--- src/rtl/mems_telemetry_sequencer.sv ---
// Captures SPI readback words on a synchronised rx_done fall and replays them as paced UART words.
// Latency: first tx_start 2 sclk after the capture event (IDLE, enable high); words spaced >= GAP_CYCLES.
// Backpressure: tx_busy stalls HOLD indefinitely with no word loss; a capture while one is pending sets overrun.
module mems_telemetry_sequencer #(
   parameter int DATA_W        = 16,
   parameter int NUM_CH        = 2,
   parameter int GAP_CYCLES    = 6000,
   parameter int PERIOD_CYCLES = 1_000_000_000,
   parameter int REPEAT        = 0
) (
   input  logic                     sclk,
   input  logic                     rst_n,
   input  logic                     rx_done,
   input  logic [NUM_CH*DATA_W-1:0] rx_data,
   input  logic                     enable,
   input  logic                     tx_busy,
   input  logic                     clr_overrun,
   output logic                     tx_start,
   output logic [DATA_W-1:0]        tx_data,
   output logic                     frame_done,
   output logic                     overrun
);

   localparam int CNT_MAX = (GAP_CYCLES > PERIOD_CYCLES) ? GAP_CYCLES : PERIOD_CYCLES;
   localparam int CNT_W   = $clog2(CNT_MAX + 1);
   localparam int IDX_W   = (NUM_CH > 1) ? $clog2(NUM_CH) : 1;

   localparam logic [CNT_W-1:0] CNT_SAT    = '1;
   localparam logic [CNT_W-1:0] GAP_LAST   = CNT_W'(GAP_CYCLES - 1);
   localparam logic [CNT_W-1:0] PERIOD_END = CNT_W'(PERIOD_CYCLES);
   localparam logic [IDX_W-1:0] IDX_LAST   = IDX_W'(NUM_CH - 1);

   typedef enum logic [1:0] {
      IDLE   = 2'd0,
      SEND   = 2'd1,
      HOLD   = 2'd2,
      PERIOD = 2'd3
   } state_t;

   state_t                     state_q;
   state_t                     state_d;

   logic                       s1;
   logic                       s2;
   logic                       cap_evt;

   logic [NUM_CH*DATA_W-1:0]   shadow_q;
   logic [NUM_CH*DATA_W-1:0]   snapshot_q;
   logic                       pending_q;
   logic                       overrun_q;
   logic                       frame_done_q;
   logic [IDX_W-1:0]           idx_q;
   logic [CNT_W-1:0]           counter_q;

   // FSM-derived strobes driving the datapath
   logic                       start_frame;
   logic                       next_word;
   logic                       end_frame;
   logic                       period_done;
   logic                       rearm;
   logic                       hold_ok;

   // Capture event fires on the synchronised falling edge of rx_done
   assign cap_evt = ~s1 & s2;

   // Two-flop synchroniser for the asynchronous rx_done level
   always_ff @(posedge sclk or negedge rst_n) begin
      if (!rst_n) begin
         s1 <= 1'b0;
         s2 <= 1'b0;
      end else begin
         s1 <= rx_done;
         s2 <= s1;
      end
   end

   // FSM state register
   always_ff @(posedge sclk or negedge rst_n) begin
      if (!rst_n) begin
         state_q <= IDLE;
      end else begin
         state_q <= state_d;
      end
   end

   // FSM next-state decode
   always_comb begin
      state_d = state_q;
      case (state_q)
         IDLE: begin
            if (start_frame) begin
               state_d = SEND;
            end
         end
         SEND: begin
            state_d = HOLD;
         end
         HOLD: begin
            if (end_frame) begin
               state_d = PERIOD;
            end else if (next_word) begin
               state_d = SEND;
            end
         end
         PERIOD: begin
            if (period_done) begin
               state_d = IDLE;
            end
         end
         default: begin
            state_d = IDLE;
         end
      endcase
   end

   // FSM outputs: UART strobe plus datapath control strobes
   always_comb begin
      tx_start    = 1'b0;
      start_frame = 1'b0;
      hold_ok     = 1'b0;
      next_word   = 1'b0;
      end_frame   = 1'b0;
      period_done = 1'b0;
      rearm       = 1'b0;
      case (state_q)
         IDLE: begin
            start_frame = pending_q & enable;
         end
         SEND: begin
            tx_start = 1'b1;
         end
         HOLD: begin
            // counter holds cycles since this word's tx_start, so >= GAP-1 here
            // places the next tx_start exactly GAP_CYCLES after the previous one
            hold_ok   = (counter_q >= GAP_LAST) && !tx_busy;
            next_word = hold_ok && (idx_q != IDX_LAST);
            end_frame = hold_ok && (idx_q == IDX_LAST);
         end
         PERIOD: begin
            // first PERIOD cycle is the frame_done cycle; PERIOD_CYCLES idle cycles follow
            period_done = (counter_q >= PERIOD_END);
            rearm       = period_done && (REPEAT != 0);
         end
         default: begin
            tx_start = 1'b0;
         end
      endcase
   end

   // Shadow buffer takes every capture, overwriting any unsent one
   always_ff @(posedge sclk or negedge rst_n) begin
      if (!rst_n) begin
         shadow_q <= '0;
      end else if (cap_evt) begin
         shadow_q <= rx_data;
      end
   end

   // Pending flag: capture wins over consumption so a same-cycle capture is not lost
   always_ff @(posedge sclk or negedge rst_n) begin
      if (!rst_n) begin
         pending_q <= 1'b0;
      end else if (cap_evt) begin
         pending_q <= 1'b1;
      end else if (start_frame) begin
         pending_q <= 1'b0;
      end else if (rearm) begin
         pending_q <= 1'b1;
      end
   end

   // Sticky overrun: a capture onto an unconsumed pending capture; setting beats clearing
   always_ff @(posedge sclk or negedge rst_n) begin
      if (!rst_n) begin
         overrun_q <= 1'b0;
      end else if (cap_evt && pending_q && !start_frame) begin
         overrun_q <= 1'b1;
      end else if (clr_overrun) begin
         overrun_q <= 1'b0;
      end
   end

   // Snapshot is frozen for the whole frame; only a frame start reloads it
   always_ff @(posedge sclk or negedge rst_n) begin
      if (!rst_n) begin
         snapshot_q <= '0;
      end else if (start_frame) begin
         snapshot_q <= shadow_q;
      end
   end

   // Channel index walks 0..NUM_CH-1 across the frame
   always_ff @(posedge sclk or negedge rst_n) begin
      if (!rst_n) begin
         idx_q <= '0;
      end else if (start_frame) begin
         idx_q <= '0;
      end else if (next_word) begin
         idx_q <= idx_q + IDX_W'(1);
      end
   end

   // Shared gap/period counter; cleared on entry to SEND and PERIOD, saturates so a long stall cannot wrap
   always_ff @(posedge sclk or negedge rst_n) begin
      if (!rst_n) begin
         counter_q <= '0;
      end else if (start_frame || next_word || end_frame) begin
         counter_q <= '0;
      end else if (counter_q != CNT_SAT) begin
         counter_q <= counter_q + CNT_W'(1);
      end
   end

   // frame_done is registered so it lands on the first PERIOD cycle
   always_ff @(posedge sclk or negedge rst_n) begin
      if (!rst_n) begin
         frame_done_q <= 1'b0;
      end else begin
         frame_done_q <= end_frame;
      end
   end

   // Current word stays on tx_data from its tx_start until the next one
   always_comb begin
      tx_data = snapshot_q[32'(idx_q) * DATA_W +: DATA_W];
   end

   assign frame_done = frame_done_q;
   assign overrun    = overrun_q;

endmodule

--- config.mk ---
export PLATFORM = sky130hd
export DESIGN_NAME = mems_telemetry_sequencer
export DESIGN_NICKNAME = d
export VERILOG_FILES = /design/src/rtl/mems_telemetry_sequencer.sv
export SDC_FILE = /design/constraint.sdc
export NUM_CORES = 1
export LEC_CHECK = 0
export CORE_UTILIZATION = 40
export DETAILED_ROUTE_END_ITERATION = 7
export GPL_TIMING_DRIVEN = 1
export PLACE_DENSITY_LB_ADDON = 0.05
export SLEW_MARGIN = 20
export SYNTH_ARGS = -nofsm -noshare
export SYNTH_HDL_FRONTEND = slang
export SYNTH_SLANG_ARGS = --single-unit
export TNS_END_PERCENT = 5
--- constraint.sdc ---
create_clock -name sclk -period 2.02 [get_ports sclk]
set_clock_uncertainty 0.2 [all_clocks]
set_input_delay 0.303 -clock sclk [delete_from_list [all_inputs] [get_ports sclk]]
set_output_delay 0.303 -clock sclk [all_outputs]
set_load 0.005 [all_outputs]
==> results.yml, run 1 <==
global_routing:
  grt_pass1_wl_mm: 20.9
  grt_max_degree: 55
  antenna_found_initial: 0
  track_usage_pct: 21.4
  grt_remaining_overflow: 0
  grt_pass1_vias: 4258
drt:
  ant_nets: 0
  drtIter0Drc: 174
  wire_per_inst_um: 15.7
  first_pass_iters: 4
  routed_via_density: 5.27
  postRouteWirelength_mm: 12.6
  drc: 0
  vias: 4232
sta:
  worst_pin_slew_ps: 474
  final.setup.tns_ps: -29.1
  drv_slew: 0
  min_period_ps: 2030
  max_freq_ghz: 0.492
  hold_viol: 0
  slew_headroom_pct: 68.3
  min_period_over_period_pct: 101
  setup_viol: 5
  finalWorstSetupSlack_ps: -11.2
  rsz0062_at_grt: "true"
yosys:
  synth-edff-count: 0
  synth_nets: 574
  synth_ff_type: "dfrtp_1"
  netlist_instances: 534
  async_flop_share_pct: 100
  avgSynthCellArea_sq_um: 8.94
  synth-seq-area-share_pct: 53.5
  synth_cell_type_count: 48
  syn_area_sq_um: 4770
  ys_ff_latch: 102
  yosysWarnings: 0
clock_network:
  clock_sinks: 102
  cts_tree: "done"
  cts_root_buf: "clkbuf_16"
  worstSkewPairLatency_ps: 350
  cts_buffers: 9
  clk_pin_slew_worst_paths_ps: 80
  htree_levels: 3
  cts_max_path_buffers: 2
setup_path:
  arrival_ps: 1530
  worst_setup_path_start_kind: "flip-flop"
  cp.required_ps: 1520
  setup.worst_path.end_class: "output pin"
  ff2ff_setup_slack_ps: 0
  crit_fanout: 8
  critical_path_class: "flip-flop to output pin"
placed_design:
  postPlaceCellArea_sq_um: 5960
  place_ws_ps: -67.9
  io_buffers: 56
  dp_hpwl_mm: 8.25
  gp_congestion: 0.874
final_layout:
  syn_to_final_growth_pct: 38.6
  drive_gt1_share_pct: 26.7
  finalInstanceArea_sq_um: 6610
  num_antenna_cells: 0
  nets: 695
  fillers: 1059
  multiInputGateArea_sq_um: 2230
  regArea_sq_um: 2560
pwr:
  power_leakage_nw: 3.21
  power_density_nw_per_um2: 1120
  total_power_w: 0.00742
  peakVddDrop_mv: 0.660
die:
  die_h_um: 111
  core_sq_um: 11500
  die_x_um: 111
  io_pins: 57
  start_util_pct: 41.4
  rows: 39
  dieArea_sq_um: 12400
status:
  violations: "setup timing"
  status: "complete, but fails checks"
run:
  max_cap_viol_count: 0
min_path:
  hp-class: "input port to async pin"
[layout by cell type, fill, tap and decap left out, types with 10 or more instances in the layout]
cell             netlist  layout
a21oi_1               15      10
buf_4                  1      72
buf_6                  0      15
clkdlybuf4s50_1        0      38
dfrtp_1              102      92
dfrtp_2                0      10
inv_1                 10      10
mux2_2                16      11
nand2_1              210     208
nand3_1               12      12
nor2_1                20      20
[report_power, final]
part	internal, W	switching [W]	leakage [nW]
sequential	0.00259	0.000373	1.27
clock	0.00114	0.000817	0.163
combinational	0.00137	0.00112	1.77
[state kept, by name (all words and copies together) (netlist names)]
register / cells
shadow_q: 32
snapshot_q: 32
counter_q: 30
state_q: 2
frame_done: 1
idx_q: 1
overrun: 1
pending_q: 1
s1: 1
s2: 1
[critical path, stage by stage (launching register included)]
cell and delay [ps]:
dfrtp_2 460, buf_6 140, buf_16 140, mux2_4 310
buf_6 120
[per-layer routing]
metal / up-vias / wire length, um / global-route usage (%)
met3: 14 / 584 / 5.63
met2: 108 / 6160 / 36.1
met4: 0 / 172 / 5.41
met1: 2066 / 5690 / 27.1
met5: - / 0 / 0
li1: 2044 / - / -
[stage by stage]
| stage | util (%) | hold slack (ps) | std cells |
|---|---|---|---|
| final | 57.4 | 202 | 803 |
| after global routing | 57.4 | 208 | 803 |
| after CTS | 55.9 | 197 | 793 |
| after detailed placement | 51.8 | 37.6 | 771 |
| after global placement | 51.8 | 35.1 | 771 |
| after floorplan | - | -193 | 534 |
[kinds of logic (layout without fill, tap and decap cells)]
family                     Yosys count  in the layout  synth area share, %
muxes                               17             17                 3.98
xor gates and xnor gates             9              9                 1.65
adders and majority gates            2              2                0.524
AOI/OAI and AO/OA                   54             54                 7.29
DFF                                102            102                 53.5
and+or+nand+nor                    310            310                 29.6
buffers and inverters               40            166                 3.51
[area by class of cell]
type                            count  share of cell area (%)
Sequential cell                   102                    38.8
Tap cell                          143                    2.71
Inverter                           10                   0.568
Timing Repair Buffer              140                    19.1
Multi-Input combinational cell    392                    33.7
Clock buffer                       10                    3.61
Clock inverter                      6                    1.49
[synth_stat cells, types with 3 or more instances]
| master | n | area [sq um] |
|---|---|---|
| nand2b_1 | 3 | 18.8 |
| and4_1 | 3 | 26.3 |
| clkbuf_1 | 18 | 67.6 |
| mux2_2 | 16 | 180 |
| dfrtp_1 | 102 | 2550 |
| inv_1 | 10 | 37.5 |
| nand4_1 | 9 | 56.3 |
| nand2_1 | 210 | 788 |
| a31oi_1 | 6 | 37.5 |
| a21oi_1 | 15 | 75.1 |
| o31ai_1 | 9 | 67.6 |
| xnor2_1 | 5 | 43.8 |
| or3_1 | 4 | 25.0 |
| or4_1 | 8 | 60.1 |
| and3_1 | 7 | 43.8 |
| nand3_1 | 12 | 60.1 |
| o21ai_0 | 8 | 40.0 |
| a211oi_1 | 6 | 45.0 |
| buf_2 | 10 | 50.1 |
| xor2_1 | 4 | 35.0 |
| nor2_1 | 20 | 75.1 |
| nor4_1 | 9 | 56.3 |
| nor3_1 | 9 | 45.0 |
[worst paths after layout]
path                          startpoint             to  depth (start not counted)
setup / recovery                   idx_q    tx_data[12]                          4
hold / removal                     rst_n  counter_q[21]                          2
setup reg to reg           counter_q[11]  counter_q[22]                          6
hold reg to reg                       s1             s2                          0
max in group asynchronous          rst_n  counter_q[18]                          3
min in group sclk                rx_done             s1                          1
[repair_timing]
action                                  in CTS  in global routing
resized for setup                           76                 43
pin swaps                                    3                 25
cloned                                       2                  1
endpoints found under the hold margin       23                  0
endpoints found under the setup margin      44                 47
setup buffers                                3                 10
hold buffers                                 1                  0
Power figures use the tool's default switching activity.
==> run 2, diff against run 1 <==
- HOLD_SLACK_MARGIN: not set -> 0.02
==> results of run 2 <==
The final DEF is identical to that of run 1; final timing and power are the same.
==> run 3, diff against run 2 <==
--- a/constraint.sdc
+++ b/constraint.sdc
@@ -4,2 +4,2 @@
 set_output_delay 0.303 -clock sclk [all_outputs]
-set_load 0.005 [all_outputs]
+set_load 0.1 [all_outputs]
==> results.yml, run 3 (synthesized netlist as in run 1, its figures left out) <==
clock_network:
  worstSkewPairLatency_ps: 350
  cts_max_path_buffers: 2
  clk_pin_slew_worst_paths_ps: 70
  cts_root_buf: "clkbuf_16"
  cts_tree: "done"
  htree_levels: 3
  clock_sinks: 102
  cts_buffers: 9
setup_path:
  cp.required_ps: 2100
  crit_chain: "ha_2 > nand4_1 > nor4_4 > nand3b_1 > or3_1 > a21oi_1"
  setup.worst_path.end_class: "flip-flop"
  r2r-start: "counter_q[1]"
  slowest_stage: "dfrtp_1"
  ff2ff_setup_slack_ps: -10
  r2r-end: "counter_q[22]"
  r2r_cells: 6
  max_stage_delay_ps: 360
  worst_setup_path_start_kind: "flip-flop"
  crit_fanout: 4
  critical_path_class: "flip-flop to flip-flop"
  arrival_ps: 2110
status:
  status: "complete, but fails checks"
  violations: "setup timing"
final_layout:
  fillers: 1066
  postLayoutCoreUtil_pct: 58.3
  fin_cells: 798
  mostFrequentLayoutCells: "nand2_1 (208), dfrtp_1 (102), buf_4 (74)"
  syn_to_final_growth_pct: 40.6
  final_common_cell: "nand2_1"
  drive_gt1_share_pct: 25.0
  reg.largest.list: "shadow_q (32), snapshot_q (32), counter_q (30)"
  num_antenna_cells: 0
  nets: 690
sta:
  min_period_ps: 2030
  rsz0062_at_grt: "true"
  setup_viol: 5
  min_period_over_period_pct: 101
  max_freq_ghz: 0.492
  finalWorstSetupSlack_ps: -14.5
  hold_viol: 0
  hold_slack_ps: 161
  final.setup.tns_ps: -36.6
  drv_slew: 0
  worst_pin_slew_ps: 680
  slew_headroom_pct: 54.6
drt:
  drc: 0
  drtIter0Drc: 178
  ant_nets: 0
  routed_via_density: 5.13
  wire_per_inst_um: 15.1
  first_pass_iters: 4
  vias: 4093
  postRouteWirelength_mm: 12.1
global_routing:
  grt_pass1_wl_mm: 20.1
  antenna_found_initial: 0
  grt_max_degree: 55
  grt_remaining_overflow: 0
  track_usage_pct: 20.3
  grt_pass1_vias: 4129
die:
  io_pins: 57
  dieArea_sq_um: 12400
  die_h_um: 111
  rows: 39
  core_sq_um: 11500
  start_util_pct: 41.4
  die_x_um: 111
min_path:
  hp-class: "input port to async pin"
run:
  max_cap_viol_count: 0
placed_design:
  dp_hpwl_mm: 7.98
  place_ws_ps: -107
  gp_congestion: 0.832
  placed_cells: 779
  io_buffers: 56
pwr:
  peakVddDrop_mv: 1.57
  power_density_nw_per_um2: 1400
  power_leakage_nw: 3.20
run 3: worst max-delay path by stage:
stage | start | end | slack, ps | depth (start not counted)
6_report | counter_q[1] | counter_q[22] | -10 | 6
5_1_grt | counter_q[1] | counter_q[22] | -160 | 6
4_1_cts | counter_q[21] | counter_q[25] | -30 | 7
3_5_place_dp | counter_q[0] | counter_q[21] | -110 | 7
3_3_place_gp | counter_q[0] | counter_q[21] | -80 | 7
2_1_floorplan | counter_q[1] | counter_q[21] | -180 | 6
run 3: final cells by class:
| type | count | area, sq um | area share [%] |
|---|---|---|---|
| clock buffers | 10 | 229 | 3.41 |
| well taps | 143 | 179 | 2.67 |
| flip-flops and latches | 102 | 2550 | 38.0 |
| inverters | 10 | 37.5 | 0.559 |
| multi-input cells | 392 | 2240 | 33.3 |
| clock inverters | 6 | 66.3 | 0.988 |
| repair buffers | 135 | 1410 | 21.0 |
run 3: timing repair:
action | CTS | global route
setup buffers | 0 | 0
hold buffers | 1 | 0
pin swaps | 14 | 11
resized for setup | 9 | 28
cloned | 0 | 2
endpoints found under the hold margin | 102 | 0
endpoints found under the setup margin | 21 | 49
run 3: power by group:
group / total (W) / internal, W / switching, W
Sequential: 0.00295 / 0.00259 / 0.000363
Clock: 0.00177 / 0.000971 / 0.000800
Combinational: 0.00469 / 0.00188 / 0.00281
Total: 0.00941 / 0.00544 / 0.00398
run 3: worst max-delay path: cells and delay by family (launching register included):
kind                       cells  cell delay [ps]
and+or+nand+nor                4             1050
DFF                            1              360
adders and majority gates      1              190
AOI/OAI and AO/OA              1              150
run 3: routing by layer:
layer	part of all wire [%]	global-route usage (%)	wire, um	vias to the layer above
met4	1.1	4.86	135	0
met2	47	32.7	5660	61
li1	-	-	-	2026
met3	3.5	5.25	425	13
met5	0	0	0	-
met1	48	27.4	5840	1993
run 3: metrics by stage:
stage / cell area [sq um] / power (W)
floorplan: 4780 / 0.00561
global placement: 6170 / 0.00734
detailed placement: 6170 / 0.00738
CTS: 6530 / 0.00925
global route: 6710 / 0.00987
finish: 6710 / 0.00941
